[src/rtl/pong_pkg.sv]
// Shared encodings for the pong score keeper: FSM states, winner codes, BCD width.
// Optional build macro SCORE_DEUCE_EN is consumed by pong_score_keeper.
package pong_pkg;

  typedef enum logic [1:0] {
    PLAY       = 2'd0,
    POINT_HOLD = 2'd1,
    GAME_OVER  = 2'd2
  } state_t;

  localparam logic [1:0] WINNER_NONE = 2'b00;
  localparam logic [1:0] WINNER_P1   = 2'b01;
  localparam logic [1:0] WINNER_P2   = 2'b10;

  localparam int BCD_W = 8;

  // Binary score increment that sticks at 99 so it tracks the BCD counter.
  function automatic logic [6:0] sat_inc(input logic [6:0] s);
    return (s >= 7'd99) ? s : s + 7'd1;
  endfunction

endpackage

[src/rtl/bcd_counter2.sv]
// Two-digit BCD counter with synchronous clear and increment enable, saturating at 99.
module bcd_counter2
  import pong_pkg::*;
(
  input  logic             clk2,
  input  logic             rst_n,
  input  logic             clr,
  input  logic             inc,
  output logic [BCD_W-1:0] bcd
);

  logic [3:0] tens;
  logic [3:0] units;

  always_ff @(posedge clk2 or negedge rst_n) begin
    if (!rst_n) begin
      tens  <= 4'd0;
      units <= 4'd0;
    end else if (clr) begin
      tens  <= 4'd0;
      units <= 4'd0;
    end else if (inc && !(tens == 4'd9 && units == 4'd9)) begin
      if (units == 4'd9) begin
        units <= 4'd0;
        tens  <= tens + 4'd1;
      end else begin
        units <= units + 4'd1;
      end
    end
  end

  assign bcd = {tens, units};

endmodule

[src/rtl/pong_score_keeper.sv]
// Pong score keeper: edge-detects miss pulses, keeps binary/BCD scores, serve pause and match end.
// Define SCORE_DEUCE_EN to require a two-point lead to win (99 always wins).
module pong_score_keeper
  import pong_pkg::*;
#(
  parameter int WIN_SCORE   = 11,
  parameter int HOLD_CYCLES = 50000000,
  parameter int HOLD_W      = 26
) (
  input  logic             clk2,
  input  logic             rst_n,
  input  logic             count1,
  input  logic             count2,
  input  logic             restart,
  output logic [BCD_W-1:0] score1_bcd,
  output logic [BCD_W-1:0] score2_bcd,
  output logic             serve_hold,
  output logic             point_p1,
  output logic             point_p2,
  output logic [1:0]       winner
);

  localparam logic [6:0]        WIN7      = 7'(WIN_SCORE);
  localparam logic [HOLD_W-1:0] HOLD_LAST = HOLD_W'(HOLD_CYCLES - 1);
  localparam logic [HOLD_W-1:0] HOLD_ONE  = HOLD_W'(1);

  state_t            state, state_nx;
  logic [6:0]        score1, score2, score1_nx, score2_nx;
  logic [HOLD_W-1:0] timer, timer_nx;
  logic [1:0]        winner_nx;
  logic              point_p1_nx, point_p2_nx;
  logic              inc1, inc2, clr;
  logic              c1_d, c2_d;
  logic              ev1, ev2;

  assign ev1 = count1 & ~c1_d;
  assign ev2 = count2 & ~c2_d;

  // Win test on post-increment scores; 'a' is the player who just scored.
  function automatic logic win_check(input logic [6:0] a, input logic [6:0] b);
`ifdef SCORE_DEUCE_EN
    return ((a >= WIN7) && (a >= b + 7'd2)) || (a == 7'd99);
`else
    return (b == b) && (a >= WIN7);
`endif
  endfunction

  always_ff @(posedge clk2 or negedge rst_n) begin
    if (!rst_n) begin
      state    <= PLAY;
      score1   <= 7'd0;
      score2   <= 7'd0;
      timer    <= '0;
      winner   <= WINNER_NONE;
      point_p1 <= 1'b0;
      point_p2 <= 1'b0;
      c1_d     <= 1'b0;
      c2_d     <= 1'b0;
    end else begin
      state    <= state_nx;
      score1   <= score1_nx;
      score2   <= score2_nx;
      timer    <= timer_nx;
      winner   <= winner_nx;
      point_p1 <= point_p1_nx;
      point_p2 <= point_p2_nx;
      c1_d     <= count1;
      c2_d     <= count2;
    end
  end

  always_comb begin
    state_nx    = state;
    score1_nx   = score1;
    score2_nx   = score2;
    timer_nx    = timer;
    winner_nx   = winner;
    point_p1_nx = 1'b0;
    point_p2_nx = 1'b0;
    inc1        = 1'b0;
    inc2        = 1'b0;
    clr         = 1'b0;
    case (state)
      PLAY: begin
        // Simultaneous misses on both sides cancel out.
        if (ev2 && !ev1) begin
          score1_nx   = sat_inc(score1);
          inc1        = 1'b1;
          point_p1_nx = 1'b1;
          if (win_check(score1_nx, score2)) begin
            state_nx  = GAME_OVER;
            winner_nx = WINNER_P1;
          end else begin
            state_nx = POINT_HOLD;
            timer_nx = '0;
          end
        end else if (ev1 && !ev2) begin
          score2_nx   = sat_inc(score2);
          inc2        = 1'b1;
          point_p2_nx = 1'b1;
          if (win_check(score2_nx, score1)) begin
            state_nx  = GAME_OVER;
            winner_nx = WINNER_P2;
          end else begin
            state_nx = POINT_HOLD;
            timer_nx = '0;
          end
        end
      end
      POINT_HOLD: begin
        if (timer == HOLD_LAST) state_nx = PLAY;
        else                    timer_nx = timer + HOLD_ONE;
      end
      GAME_OVER: begin
        if (restart) begin
          clr       = 1'b1;
          score1_nx = 7'd0;
          score2_nx = 7'd0;
          winner_nx = WINNER_NONE;
          state_nx  = PLAY;
        end
      end
      default: state_nx = PLAY;
    endcase
  end

  assign serve_hold = (state != PLAY);

  bcd_counter2 u_bcd1 (
    .clk2  (clk2),
    .rst_n (rst_n),
    .clr   (clr),
    .inc   (inc1),
    .bcd   (score1_bcd)
  );

  bcd_counter2 u_bcd2 (
    .clk2  (clk2),
    .rst_n (rst_n),
    .clr   (clr),
    .inc   (inc2),
    .bcd   (score2_bcd)
  );

endmodule
[config.mk]
export PLATFORM = sky130hd
export DESIGN_NAME = pong_score_keeper
export DESIGN_NICKNAME = d
export VERILOG_FILES = /design/src/rtl/pong_pkg.sv /design/src/rtl/bcd_counter2.sv /design/src/rtl/pong_score_keeper.sv
export SDC_FILE = /design/constraint.sdc
export NUM_CORES = 1
export LEC_CHECK = 0
export BUFFER_PORTS_ARGS = -buffer_cell sky130_fd_sc_hd__clkbuf_2
export CORE_AREA = 2 2 112 114
export DETAILED_ROUTE_END_ITERATION = 6
export DIE_AREA = 0 0 114 116
export RECOVER_POWER = 50
export SYNTH_ARGS = -nofsm -noshare
export SYNTH_HDL_FRONTEND = slang
export SYNTH_SLANG_ARGS = --single-unit
[constraint.sdc]
create_clock -name clk2 -period 2.2 [get_ports clk2]
set_clock_uncertainty 0.05 [all_clocks]
set_input_delay 0.11 -clock clk2 [delete_from_list [all_inputs] [get_ports clk2]]
set_output_delay 0.11 -clock clk2 [all_outputs]
set_load 0.01 [all_outputs]
**Word-level counts from Yosys, hierarchy flattened**

Cells that the tools add are included.

- Add/subtract/negate cells: 7
- Eq/ne operators: 18
- Bitwise logic cells: 4
- Muxes and demuxes: 45
- Magnitude comparators: 4
- Reductions and logical operators: 25

Operators with widths:

| cell | number |
|---|---|
| two-way mux 26 bit | 5 |
| case mux 26 bit (2 select lines) | 1 |
| two-way mux 4 bit | 12 |
| two-way mux 7 bit | 6 |
| case mux 7 bit (2 select lines) | 2 |
| adder 26 x 1 -> 26 bit, second input constant | 1 |
| equality test 26 bit, second input constant | 1 |
| two-way mux 2 bit | 10 |
| adder 4 x 1 -> 4 bit, second input constant | 4 |
| equality test 4 bit, second input constant | 4 |
| inequality test 3 bit, second input constant | 5 |
| adder 7 x 1 -> 7 bit, second input constant | 2 |
| greater-or-equal comparator 7 x 4 -> 1 bit, second input constant | 2 |
| greater-or-equal comparator 7 bit, second input constant | 2 |
| nonzero test 2 bit | 7 |
| inequality test 2 bit, second input constant | 6 |
| AND reduction 5 bit | 2 |
| two-way mux 1 bit | 7 |
| logical AND 1 bit | 6 |
| case mux 2 bit (3 select lines) | 1 |
| AND reduction 3 bit | 2 |
| logical NOT 1 bit | 4 |
| case mux 2 bit (2 select lines) | 1 |
| AND reduction 2 bit | 2 |
| other kinds (6) | 8 |

- Logic and storage cells: 116
- Input bits: 5
- Register bits after elaboration: 64
- Output and inout bits: 21

**Depth between registers and ports, before layout**

Gate-level depths: netlist (run 1).

- Depth in word-level cells: 10
- Mapped depth: 10
- Gate-level depth less buffers: 10

**Cells and area by module**

A second synthesis (run 1) with hierarchy kept.

- Cell total of the unflattened synthesis: 389
- Area total of the unflattened synthesis: 3,643.5 um^2

By module, submodules not included:

| module | times used | cells each | seq. area each (um^2) | area an instance (um^2) |
|---|---|---|---|---|
| pong_score_keeper | 1 | 289 | 1,201.2 | 2,662.6 |
| bcd_counter2 | 2 | 50 | 200.2 | 490.5 |

**Worst setup path before layout (run 1)**

Ideal clock, no wire load.

- Path type: register to register
- From: register u_bcd2.units[1]
- To: register u_bcd2.tens[3]
- Path buffers: 0
- Arrival: 1,861 ps
- Slack: 149 ps
- Clock period less this slack: 2,051 ps
- Cell stages (with the launch flop): 9
- Required time: 2,011 ps
- Setup time: 139 ps
- Cells stage by stage: dfrtp_1 inv_1 ha_1 nand3b_1 o311ai_0 o21ai_1 nand4_1 xor2_1 nor2_1

- Word-level cells in the longest chain between the ends: 6
- Elaborated cells on any way between the ends: 7
- Those cells by class: 1 x eq/ne; 6 x reduce/logical

RTL lines:

| item | line | source |
|---|---|---|
| start, declared | bcd_counter2.sv:13 | `logic [3:0] units;` |
| start signal, assigned | bcd_counter2.sv:27 | `units <= units + 4'd1;` |
| equality test 4 bit (*) | bcd_counter2.sv:22, bcd_counter2.sv:23 |  |
| logical AND 1 bit | bcd_counter2.sv:22 | `end else if (inc && !(tens == 4'd9 && units == 4'd9)) begin` |
| logical NOT 1 bit | bcd_counter2.sv:22 |  |
| logical AND 1 bit | bcd_counter2.sv:22 |  |
| nonzero test 2 bit (no source line) | - |  |
| AND reduction 2 bit (no source line) (*) | - |  |
| end signal, assigned | bcd_counter2.sv:25 | `tens <= tens + 4'd1;` |
| end, declared | bcd_counter2.sv:12 | `logic [3:0] tens;` |

Mark *: on every way between the ends. The rest lies on a longest branch, timed or not.
A chain may end at the register's enable or synchronous reset.

**Final worst setup path (run 1)**

- From: register score2[1]
- To: register winner[0]

- Word-level cells in the longest chain between the ends: 5
- Elaborated cells on any way between the ends: 6
- Those cells by class: 1 x add/sub; 2 x order compare; 1 x eq/ne; 1 x mux; 1 x reduce/logical

RTL lines:

| item | line | source |
|---|---|---|
| start, declared | pong_score_keeper.sv:28 | `logic [6:0] score1, score2, score1_nx, score2_nx;` |
| start signal, assigned | pong_score_keeper.sv:62 | `score2 <= score2_nx;` |
| adder 7 x 1 -> 7 bit / greater-or-equal comparator 7 bit (equally long branches) | pong_pkg.sv:19 | `return (s >= 7'd99) ? s : s + 7'd1;` |
| two-way mux 7 bit (*) | pong_pkg.sv:19 |  |
| greater-or-equal comparator 7 x 4 -> 1 bit (*) | pong_score_keeper.sv:44 | `return (b == b) && (a >= WIN7);` |
| inequality test 3 bit (no source line) (*) | - |  |
| AND reduction 5 bit (no source line) (*) | - |  |
| end signal, assigned | pong_score_keeper.sv:64 | `winner <= winner_nx;` |
| end, declared | pong_score_keeper.sv:20 | `output logic [1:0] winner` |

Marks and branches as above.

==> run summary, run 1 <==
The first global-routing pass estimated 12800 µm of wire. The run gives 26 as the I/O pin total. The cell count after synthesis was 373; the total non-filler cell area in the finished layout was 4250 µm². Dividing total power by cell area gives a power density of 1040 nW/µm². The root buffer cell was sky130_fd_sc_hd__clkbuf_16. The initialized floorplan defines 40 standard-cell rows.

The share of synthesized flip-flops with an asynchronous set or reset is 100%, and the remaining antenna violation count is 0. The logs give 0.827 for the last weighted congestion value of the routability-driven placer and 29.5% for the starting density of the core. Global routing consumed, over all layers together, 12.2% of the routing resources. The worst setup slack after placement was 34.8 ps; the max-slew violation count was 28. The die extent in x was 114 µm. The total number of clock tree sinks is 64, and the post-detailed-placement cell area is 3900 µm².

The repair_antennas step left the layout with diodes totalling 0. Counting instances in the post-synthesis netlist gives the leading cell types as 64 x sky130_fd_sc_hd__dfrtp_1, 46 x sky130_fd_sc_hd__nor2_1, 40 x sky130_fd_sc_hd__nand2_1. The logs give 4 for the number of detailed-route iterations in the first pass and 3520 µm² for the cell area after synthesis.

In the final layout, the share of cells above drive strength 1 is 12.6%. The number of vias per cell came out at 5.05. The detailed router put a total of 3590 µm of wire on met1. The area growth from synthesis to layout is 20.7%, and the part of the cycle the worst path needs is 93.4%. The detailed router finished its first iteration with 123 violations. The tools report the distinct cell type count of the synthesized netlist as 53. The library cell with the largest summed area after synthesis was sky130_fd_sc_hd__dfrtp_1. The number of maximum-capacitance violations was 1; the yosys synthesis warning count was 0. The worst setup path is captured at a flip-flop.

Port buffering added 25 buffers. After detailed routing, no signal wire sits above met4. For the met2 wire length, the log shows 3420 µm. Average wire per standard cell: 13.1 µm. For the total grt overflow, the log shows 0.

The run gives 2867 as the via total after detailed routing. TritonCTS built the clock tree. The post-detailed-route DRC marker count was 0. For this run, the leading register cell type out of synthesis is sky130_fd_sc_hd__dfrtp_1. Along the worst path, the maximum fanout reaches 6. By area the synthesized netlist is led by sky130_fd_sc_hd__dfrtp_1 46%, sky130_fd_sc_hd__xnor2_1 5.7%, sky130_fd_sc_hd__ha_1 5.0%. In this run, synthesis produced a sequential element count of 64. The fraction of the yosys area taken by sequential cells came out at 45.6%. The tools report the final worst-path setup slack as 146 ps. Fill cells in the final layout number 1216. Setup repair after global routing left no endpoint under its margin.

For the sum of net half-perimeters after detailed placement, the log shows 5380 µm. The worst-case IR drop observed on VDD is 0.522 mV. Once layout is complete, the cells apart from fillers number 568. Dividing the synthesized area by the synthesized cell count gives 9.43 µm². The clock-pin slew reported for the worst setup and hold paths after clock tree synthesis was 50 ps. For the number of antenna violations at the first check in global routing, the log shows 0. The most common cell in the synthesized netlist is sky130_fd_sc_hd__dfrtp_1.

Yosys mapped a number of flops with a built-in enable equal to 0. Worst hold path depth: 4. Final hold analysis gives a worst-case slack of 83.5 ps. The run gives 39 as the maximum number of pins on one net before global-route repair. In this run the number of H-tree levels came out at 3.

The number of cells on the worst reg-to-reg path is 7. The number of global-route vias before repair was 2676; the maximum buffer depth of the clock tree was 2. The final critical delay including setup and external delays works out to 2050 ps.

The maximum clock rate was 487 MHz; the accumulated negative setup slack was 0 ps. Static leakage: 0.00183 µW. Buffers inserted during clock tree synthesis total 9. From bottom edge to top edge, the die measures 116 µm. For this block, the routed nets add up to 7440 µm of wire. The synthesized design devotes to its leading area cell type 45.6% of total area.

For the pin with the worst max-slew slack, the measured transition is 1540 ps. The run gives 0 as the number of hold-slack violations in the final timing report. The min-delay analysis places its worst path in the category in2reg. The run finished, with violations left. The post-layout net count came out at 435. The checks that failed: max-capacitance violations, max-slew violations. When the netlist entered floorplanning its net count stood at 392. The region available for standard cell placement spans 11900 µm². The routed design uses 246 µm of met3 wire.

The worst setup path is of the reg2reg kind. For the area of the die, the log shows 13200 µm². The nature of the critical path startpoint was a flip-flop.

In this run the post-CTS setup repair buffer count came out at 0. Setup violations remaining at the end of the flow were counted as 0. For the worst-skew pair, the clock arrives at the later sink with an insertion delay of 330 ps. Data on the critical path is required at its endpoint by 2360 ps. Counting tap cells, the placed design contains a total of 549 instances.

For the worst setup path, the data arrival time is 2210 ps. Measured against its own limit, the worst slew margin works out to -2.81%.
## sequential cells by signal (all words and copies together) (netlist names)
name          flops
timer            26
score1            7
score2            7
u_bcd1.tens       4
u_bcd1.units      4
u_bcd2.tens       4
u_bcd2.units      4
state             2
winner            2
c1_d              1
c2_d              1
point_p1          1
point_p2          1
## layer usage
layer	GRT usage, %	vias up
met5	0	-
met4	6.91	0
met3	2.35	13
met2	19.4	44
met1	15.7	1403
li1	-	1407
## final timing paths
path                       startpoint        end  slack [ps]
setup / recovery            score2[1]  winner[0]         150
setup reg to reg            score2[1]  winner[0]         150
max in group asynchronous       rst_n  score2[0]         430
hold / removal                restart   state[1]          80
hold reg to reg              state[0]   state[1]         490
min in group asynchronous       rst_n  timer[25]         640
## cells by family (layout without fill, tap and decap cells)
kind of cell    Yosys count  in the layout  synth area share, %
fa+ha+maj                14             14                 4.98
buf+inv                  30             78                 3.52
mux                       9              9                 2.63
xor+xnor                 30             30                 7.47
simple gates            176            176                 26.1
flops                    64             64                 45.6
compound gates           50             50                 9.75
## metrics by stage
| step | power (µW) | util, % |
|---|---|---|
| 3_5_place_dp | 2860 | 32.7 |
| 6_report | 4390 | 35.6 |
| 2_1_floorplan | 2460 | - |
| 4_1_cts | 4400 | 35.6 |
| 5_1_grt | 4670 | 35.6 |
| 3_3_place_gp | 2810 | 32.7 |
## area by class of cell
type | instances | area (µm²) | area share (%)
clock inverter | 3 | 65.1 | 1.53
clock buffer | 13 | 250 | 5.89
sequential | 64 | 1600 | 37.7
multi-input combinational | 279 | 1830 | 43.0
timing repair buffer | 43 | 248 | 5.84
tap | 147 | 184 | 4.33
inverter | 19 | 71.3 | 1.68
## critical path, cell delays in order, from the launching register on
cell	delay (ps)
sky130_fd_sc_hd__dfrtp_1	400
sky130_fd_sc_hd__ha_1	260
sky130_fd_sc_hd__nor4_2	190
sky130_fd_sc_hd__o21ai_0	150
sky130_fd_sc_hd__a32oi_2	280
sky130_fd_sc_hd__o221a_2	280
sky130_fd_sc_hd__a211oi_1	50
sky130_fd_sc_hd__a221o_1	260
## what timing repair did
item                                    CTS  global route
hold buffers                              3             0
endpoints found under the hold margin    28             0
gates resized for setup                   0            11
endpoints found under the setup margin    0            27
## layout by cell type (no fill, tap or decap), drive strengths merged, types with 4 or more instances in the layout
master and instances:
a21oi 10, and2 7, and3 7, buf 15
clkbuf 38, dfrtp 64, ha 14, inv 19
mux2i 7, nand2 40, nand3 19, nand3b 4
nand4 10, nor2 47, nor3 12, nor4 12
o21ai 15, or3 5, xnor2 23, xor2 7
## power breakdown
| group | switching, µW | total, µW | internal (µW) |
|---|---|---|---|
| registers | 311 | 1740 | 1430 |
| clock network | 498 | 1520 | 1020 |
| logic | 623 | 1130 | 510 |
Power figures use the tool's default switching activity.
==> inputs of run 2 (changes only) <==
CORE_AREA = 2 2 81 83   (was 2 2 112 114)
DIE_AREA = 0 0 83 85   (was 0 0 114 116)
PLACE_DENSITY = 0.76   (was not set)
==> run 2 against run 1 <==
The flow still finishes with violations (max-capacitance violations, max-slew violations). Final cell count down 12%. Clock power decreased by 45%. Wire length is 1.8% lower. Clock-buffer cell count stayed put. Worst hold slack better by 22 ps. Register-to-register slack got worse by 90 ps. Critical endpoint unchanged.
==> run summary, run 2 (same netlist as run 1, synthesis figures left out) <==
The fraction of layout instances using a drive strength above 1 came out at 16.8%. The run gives 0 as the post-detailed-route DRC marker count. The average wire per standard cell works out to 14.6 µm. The number of antenna violations at the first check in global routing came out at 0. Clock tree synthesis selected as its root buffer the cell sky130_fd_sc_hd__clkbuf_8. For the final routed database, the setup TNS stands at 0 ps. Max-slew violation count: 65. The logs give 0 for the total grt overflow and 0 for the final count of negative-setup-slack endpoints. The worst max-slew margin expressed relative to the limit is -2.68%. The static leakage came out at 0.00181 µW. The data required time at the worst endpoint came out at 2370 ps. The worst hold path class was in2reg.

The tools report the maximum level of the CTS H-tree as 3. Kind of end point of the critical path: a flip-flop. At the end of the flow, the number of nets in the layout was 438. The number of detailed-route iterations in the first pass is 5, and the port buffer count is 25. The total number of clock tree sinks is 64.

Setup repair after global routing could not meet its margin everywhere. The number of placement rows was 29. The core outline area is 6200 µm², and the number of maximum-capacitance violations is 1. Once placement completed, the tool counted placed cells totaling 481. Compared with the post-synthesis result, the final layout area differs by 15.2%.

The area of the die was 7060 µm²; the via total after detailed routing was 2913. The count of nets left with antenna violations once routing finished came out at 0. The tools report the peak ir drop on the vdd network as 0.637 mV. Entering global routing, the biggest net connects 65 pins. The final critical delay including setup and external delays is 2140 ps. The most common cell after layout, fill and taps aside is sky130_fd_sc_hd__dfrtp_1. The wire length reported by the detailed router is 7310 µm, and the number of inserted filler cells in the final layout is 505.

26 I/O pins were placed. Die extent in x: 83 µm. In the layout the commonest cells are 64 x sky130_fd_sc_hd__dfrtp_1, 45 x sky130_fd_sc_hd__nor2_1, 40 x sky130_fd_sc_hd__nand2_1.

The count of inserted antenna diode cells was 0. Clock latency on the worst-skew pair, taken at its later pin, is 340 ps. Static timing analysis puts the maximum clock frequency at 466 MHz. The die is 85 µm tall. For this run, the number of standard cells in the final layout without fillers is 499.

Using the TritonRoute via totals, the vias-per-cell ratio works out to 5.84. The run gives 0 as the number of hold-slack violations in the final timing report. The flow ran to the end, but the final reports show violations.

Of all nets on the critical path, the largest fanout is 5. Dividing total power by cell area gives a power density of 929 nW/µm². The sum of net half-perimeters after detailed placement was 5110 µm. For the total power of the final layout, the log shows 3760 µW. The largest registers in the layout are timer: 26 flops, score1: 7 flops, score2: 7 flops.

For the pin with the worst max-slew slack, the measured transition is 1540 ps. The logs give 2788 for the number of global-route vias before repair and 12300 µm for the wire length of the first global-routing pass. At the worst endpoint, the arrival time is 2310 ps. For the last weighted congestion value of the routability-driven placer, the log shows 0.823.

TritonCTS built the clock tree. The number of clock buffers inserted by TritonCTS came out at 9. The part of the cycle the worst path needs came out at 97.5%.

The tools report the global routing usage summed across all routing layers as 21.6%. For the reg-to-reg setup timing slack, the log shows 60 ps. The final reports fail on max-capacitance violations, max-slew violations. The clock passes through at most 2 buffers.

The critical path is of the reg2reg type. The tools report the nature of the critical path startpoint as a flip-flop. Counting flops per register, the top entry is timer. The register with the most flip-flops in the layout has 26 of them. Starting density of the core: 56.7%.

After clock tree synthesis, the clock-pin slew on the worst setup and hold paths is 70 ps. The iteration-0 DRC count of the detailed router came out at 198.
==> run 2: worst max-delay path, cell delays in order (launching register included) <==
cell,delay [ps]
sky130_fd_sc_hd__dfrtp_1,390
sky130_fd_sc_hd__ha_1,250
sky130_fd_sc_hd__nor4_2,250
sky130_fd_sc_hd__o21ai_0,150
sky130_fd_sc_hd__a32oi_2,300
sky130_fd_sc_hd__o221a_2,300
sky130_fd_sc_hd__a211oi_1,70
sky130_fd_sc_hd__a221o_1,270
==> run 2: per-stage QoR <==
stage	hold WS [ps]	instance area, µm²	setup WS (ps)	util (%)
2_1_floorplan	-236	3520	149	-
3_3_place_gp	104	3840	149	61.8
3_5_place_dp	106	3840	61.1	61.8
4_1_cts	96.0	4020	41.9	64.8
5_1_grt	124	4050	-55.7	65.3
6_report	106	4050	55.1	65.3
==> run 2: final timing paths <==
kind                                        end  depth (start not counted)  startpoint
worst max-delay path                  winner[0]                          7   score1[0]
worst min-delay path                   state[1]                          4     restart
worst max register to register        winner[0]                          7   score1[0]
worst min register to register        timer[25]                          2   timer[25]
max in group asynchronous       u_bcd2.units[3]                          3       rst_n
min in group asynchronous       u_bcd1.units[3]                          3       rst_n
==> run 2: final cells by class <==
cell class	count	area, µm²	area share (%)
multi-input combinational	279	1840	45.3
sequential	64	1600	39.6
timing repair buffer	46	290	7.17
clock buffer	13	149	3.68
tap	77	96.3	2.38
inverter	19	71.3	1.76
clock inverter	1	5.00	0.124
==> run 2: power by group <==
part	leakage [µW]	switching, µW	internal [µW]	total, µW
logic	0.000891	639	552	1190
clock network	0.0000794	410	427	837
registers	0.000842	304	1430	1730
==> run 2: repair_timing <==
item,CTS,global route
endpoints found under the hold margin,66,0
setup endpoints to repair,0,30
resized for setup,0,12
buffers inserted,0,1
hold buffers,3,0
==> run 2: metal layers <==
layer	vias up	share of wire, %	track usage [%]
met5	-	0	0
met1	1409	45	28.9
met3	16	4.4	3.99
met4	0	2.0	11.6
li1	1401	-	-
met2	87	48	33.9
